<file path="config.mk">
export PLATFORM = sky130hd
export DESIGN_NAME = int_sched
export DESIGN_NICKNAME = d
export VERILOG_FILES = /design/src/rtl/int_sched.sv
export SDC_FILE = /design/constraint.sdc
export NUM_CORES = 1
export LEC_CHECK = 0
export ABC_CLOCK_PERIOD_IN_PS = 1900
export BUFFER_PORTS_ARGS = -buffer_cell sky130_fd_sc_hd__buf_4
export CAP_MARGIN = 30
export CORE_ASPECT_RATIO = 1.1
export CORE_MARGIN = 1.5
export CORE_UTILIZATION = 44
export CTS_CLUSTER_SIZE = 28
export DETAILED_ROUTE_END_ITERATION = 7
export PLACE_DENSITY_LB_ADDON = 0.2
export RECOVER_POWER = 50
export SETUP_SLACK_MARGIN = 0.15
export SLEW_MARGIN = 10
export SYNTH_ARGS = -nofsm -noshare
export SYNTH_HDL_FRONTEND = slang
export SYNTH_SLANG_ARGS = --single-unit
</file>
<file path="constraint.sdc">
create_clock -name clk -period 1.9 [get_ports clk]
set_input_delay 0.285 -clock clk [delete_from_list [all_inputs] [get_ports clk]]
set_output_delay 0.285 -clock clk [all_outputs]
set_load 0.01 [all_outputs]
</file>
<file path="src/rtl/int_sched.sv">
`default_nettype none
// ============================================================================
// Module      : int_sched
// Description : Interrupt scheduler that injects one interrupt at a time into
//               the IF/ID pipeline register. External requests are latched
//               into a pending vector and qualified by the global and
//               per-source enables. The lowest eligible index wins and is
//               presented to IF/ID until IF/ID samples it (lock low). The
//               scheduler then captures EPC and blocks further interrupts
//               until eret. There is no nesting and no preemption.
//
//               Optional build macro:
//                 INT_EDGE_DETECT_EN : sticky rising-edge pending bits,
//                                      cleared on accept. When undefined,
//                                      pending follows the irq level.
//
// Parameters  : NUM_SRC  number of request lines (1..4)
//               PC_W     width of PC / EPC
// Ports       : clk          system clock, rising edge
//               rst          asynchronous active-low reset
//               irq          raw interrupt request lines
//               ie_mask      per-source interrupt enable
//               gie          global interrupt enable
//               lock         IF/ID stall (IF/ID samples when lock = 0)
//               pc_if        PC entering IF/ID, captured as EPC on accept
//               eret         return-from-interrupt pulse from ID
//               int_trigger  interrupt request to IF/ID
//               which_int    selected source index to IF/ID
//               epc          captured return PC
//               in_service   handler active
//               pending      pending-request vector
// Revision    : 1.0  initial release
// ============================================================================
module int_sched #(
    parameter int NUM_SRC = 3,
    parameter int PC_W    = 32
) (
    input  logic               clk,
    input  logic               rst,
    input  logic [NUM_SRC-1:0] irq,
    input  logic [NUM_SRC-1:0] ie_mask,
    input  logic               gie,
    input  logic               lock,
    input  logic [PC_W-1:0]    pc_if,
    input  logic               eret,
    output logic               int_trigger,
    output logic [1:0]         which_int,
    output logic [PC_W-1:0]    epc,
    output logic               in_service,
    output logic [NUM_SRC-1:0] pending
);

    typedef enum logic [1:0] {
        S_IDLE    = 2'd0,
        S_ARMED   = 2'd1,
        S_SERVICE = 2'd2
    } state_t;

    state_t             r_state;
    logic [NUM_SRC-1:0] r_pending;
    logic [1:0]         r_which_int;
    logic [PC_W-1:0]    r_epc;
    logic               r_in_service;

    logic [NUM_SRC-1:0] w_eligible;
    logic [1:0]         w_win_idx;
    logic [3:0]         w_mask_ext;
    logic               w_cur_en;
    logic               w_accept;

    assign w_eligible = r_pending & ie_mask & {NUM_SRC{gie}};

    // Fixed priority: scan from the top so the lowest set index is left last.
    always_comb begin
        w_win_idx = 2'd0;
        for (int i = NUM_SRC - 1; i >= 0; i--) begin
            if (w_eligible[i]) begin
                w_win_idx = 2'(i);
            end
        end
    end

    // Zero-extended mask so the 2-bit source index never selects out of range.
    always_comb begin
        w_mask_ext                = 4'd0;
        w_mask_ext[NUM_SRC-1:0]   = ie_mask;
    end

    assign w_cur_en = gie & w_mask_ext[r_which_int];

    // IF/ID samples only when lock is low, so an accept is exactly a trigger
    // cycle in ARMED.
    assign w_accept = (r_state == S_ARMED) & ~lock;

    // ------------------------------------------------------------------
    // Control FSM
    // ------------------------------------------------------------------
    always_ff @(posedge clk or negedge rst) begin
        if (!rst) begin
            r_state      <= S_IDLE;
            r_which_int  <= 2'd0;
            r_epc        <= '0;
            r_in_service <= 1'b0;
        end else begin
            case (r_state)
                S_IDLE: begin
                    if (|w_eligible) begin
                        r_state     <= S_ARMED;
                        r_which_int <= w_win_idx;
                    end
                end
                S_ARMED: begin
                    // Accept wins over an abort in the same cycle: IF/ID has
                    // already taken the interrupt.
                    if (!lock) begin
                        r_state      <= S_SERVICE;
                        r_epc        <= pc_if;
                        r_in_service <= 1'b1;
                    end else if (!w_cur_en) begin
                        r_state <= S_IDLE;
                    end
                end
                S_SERVICE: begin
                    if (eret) begin
                        r_state      <= S_IDLE;
                        r_in_service <= 1'b0;
                    end
                end
                default: begin
                    r_state <= S_IDLE;
                end
            endcase
        end
    end

    // ------------------------------------------------------------------
    // Pending vector
    // ------------------------------------------------------------------
`ifdef INT_EDGE_DETECT_EN
    logic [NUM_SRC-1:0] r_irq_prev;
    logic [NUM_SRC-1:0] w_rise;
    logic [3:0]         w_clr_ext;
    logic [NUM_SRC-1:0] w_clr;

    assign w_rise    = irq & ~r_irq_prev;
    assign w_clr_ext = w_accept ? (4'b0001 << r_which_int) : 4'b0000;
    assign w_clr     = w_clr_ext[NUM_SRC-1:0];

    always_ff @(posedge clk or negedge rst) begin
        if (!rst) begin
            r_irq_prev <= '0;
            r_pending  <= '0;
        end else begin
            r_irq_prev <= irq;
            // A fresh edge on the source being cleared keeps its bit set.
            r_pending  <= (r_pending & ~w_clr) | w_rise;
        end
    end
`else
    always_ff @(posedge clk or negedge rst) begin
        if (!rst) begin
            r_pending <= '0;
        end else begin
            r_pending <= irq;
        end
    end
`endif

    assign int_trigger = w_accept;
    assign which_int   = r_which_int;
    assign epc         = r_epc;
    assign in_service  = r_in_service;
    assign pending     = r_pending;

endmodule
`default_nettype wire

</file>
==> out/results.tsv <==
metric	value	unit
fmax	642	MHz
finalCritPeriodShare	82.0	%
synth_most_common_cell	dfrtp_1	
syn_avg_cell_area	15.2	sq um
nFillCells	298	
ys_seq_area_share	64.5	%
cts_root_buf	clkbuf_4	
drive_gt1_share	56.0	%
antenna_left	0	
cp_cell_sequence	nor3b_4, buf_6, buf_4	
gp_congestion	0.629	
max_cap_violations	0	
tightest_slew	953	ps
grt_max_degree	41	
drcViolationCount	0	
status	completed	
yosys_warnings	0	
ys_types	20	
hp-class	primary input to flip-flop	
setup_viol	0	
grt_pass1_vias	1102	
cts_tree	done	
yosys.area.top_type	dfrtp_1	
synth_nets	145	
cp_max_fo	6	
design_area	0.00222	sq mm
cp_top_family	flip-flops	
setup_tns	0	ps
placed_area	0.00220	sq mm
ir_worst_vdd	0.735	mV
power_density	1310	mW/mm^2
post_drt_wl_per_cell	12.8	um
antenna_found_initial	0	
synth_edf_count	0	
synth_top_area_share	64.5	%
critPathCaptureType	output port	
core-area	0.00336	sq mm
seqCellArea	0.00100	sq mm
path_clk_slew	100	ps
met2_length	1560	um
vias	1148	
cp.required	1620	ps
multiInputGateArea	502	sq um
start_kind	flip-flop	
slowest_delay	440	ps
syn_inst	102	
nets	236	
num_io_pins	82	
p_leak	1.06	nW
drt-total-wl	3070	um
hold_violations	0	
portBuffers	81	
synthArstFlopShare	100	%
yosys-top-cells-area	dfrtp_1 (65%), mux2_2 (22%), buf_6 (2.2%), mux2_1 (1.5%), a21oi_1 (1.3%)	
synth_top_cells_by_count	dfrtp_1 (40), mux2_2 (30), a21oi_1 (4), inv_1 (4), nand2_1 (4)	
clockBufferDepth	2	
ys.flop_type	dfrtp_1	
grtUsageTotal	16.9	%
routed.top_layer	met4	
die_x	59.6	um
worst_ep_arrival_time	1270	ps
met1_length	1170	um
start_util	46.2	%
via_per_inst	4.80	
finClkSkew	3.90	ps
fp.dieArea	0.00389	sq mm
fin_crit	1560	ps
htreeDepth	2	
syn_area	0.00155	sq mm
grt_pass1_wl	4740	um
drv_slew	0	
hpwl	2320	um
numCtsBuffers	5	
rows	22	
insertion_delay	330	ps
rsz0062_at_grt	false	
crit_type	flip-flop to output port	
diodes	0	
cts.sinks	40	
die_h	65.3	um
yosys_register_bits	40	
dr_wl_met3	292	um
slowest_stage	dfrtp_1	
slew_headroom	36.5	%
drtIter0Drc	24	
drtPass1Iterations	4	
crit_buf_inv	2	
syn_to_final_growth	42.8	%
grt_overflow	0	
==> worst paths after layout <==
check	start	end	slack (ps)	depth (start not counted)
hold / removal	irq[1]	pending[1]$_DFF_PN0_	70	1
min in group asynchronous	rst	epc[14]$_DFFE_PN0N_	630	2
hold reg to reg	epc[16]$_DFFE_PN0N_	epc[16]$_DFFE_PN0N_	500	1
max in group asynchronous	rst	epc[26]$_DFFE_PN0N_	700	2
setup reg to reg	r_state[1]$_DFFE_PN0P_	epc[3]$_DFFE_PN0N_	460	3
setup / recovery	r_state[1]$_DFFE_PN0P_	int_trigger	340	3
==> through the flow <==
| step | hold WS (ps) | util [%] | std cells | setup WS (ps) | power, mW |
|---|---|---|---|---|---|
| floorplan | -10.6 | - | 102 | 480 | 1.98 |
| global placement | 274 | 65.5 | 230 | 535 | 2.66 |
| detailed placement | 287 | 65.5 | 230 | 475 | 2.71 |
| CTS | 34.8 | 67.0 | 236 | 169 | 3.08 |
| global route | 44.1 | 66.0 | 239 | 236 | 3.12 |
| finish | 72.2 | 66.0 | 239 | 342 | 2.91 |
==> worst reg2reg max path: stages, from the launching register on <==
cell	delay, ps
dfrtp_1	440
nor3b_4	240
buf_4	280
mux2_2	370
==> layout make-up <==
cell class / instances / share of cell area, %
clock buffer: 5 / 1.69
inverter: 4 / 0.678
multi-input combinational: 55 / 22.6
sequential: 40 / 45.2
tap: 48 / 2.71
timing repair buffer: 87 / 27.1
==> what timing repair did <==
item | in CTS | in global routing
gates resized for setup | 0 | 2
endpoints found under the setup margin | 0 | 1
hold buffers | 1 | 0
hold endpoints to repair | 40 | 0
buffers inserted | 0 | 3
==> per-layer routing <==
metal,global-route usage (%),vias to the layer above
li1,-,535
met1,18.3,555
met2,29.0,52
met3,7.48,6
met4,5.83,0
met5,0,-
==> report_power, final <==
group,internal (mW),switching [mW]
logic,0.657,0.479
registers,1.22,0.201
clock network,0.124,0.233
==> flip-flops by register name (all words and copies together) (netlist names) <==
name / count
epc: 32
pending: 3
r_state: 2
which_int: 2
in_service: 1
==> cells in the final DEF, fill, tap and decap left out, drive strengths merged, types with 2 or more instances in the layout <==
| cell | synthesis | routed |
|---|---|---|
| dfrtp | 40 | 40 |
| inv | 4 | 4 |
| buf | 3 | 67 |
| a21oi | 4 | 4 |
| nand2 | 4 | 4 |
| o21ai | 3 | 3 |
| clkbuf | 0 | 24 |
| mux2 | 32 | 32 |
| nor3b | 2 | 2 |
==> cells by family after synthesis <==
| kind of cell | Yosys count | synth area share [%] |
|---|---|---|
| AO/OA/AOI/OAI | 11 | 4.19 |
| buffers and inverters | 7 | 3.14 |
| flip-flops | 40 | 64.5 |
| multiplexers | 32 | 23.2 |
| AND/OR/NAND/NOR | 12 | 4.92 |
No activity file was read; power rests on OpenSTA's default activity.
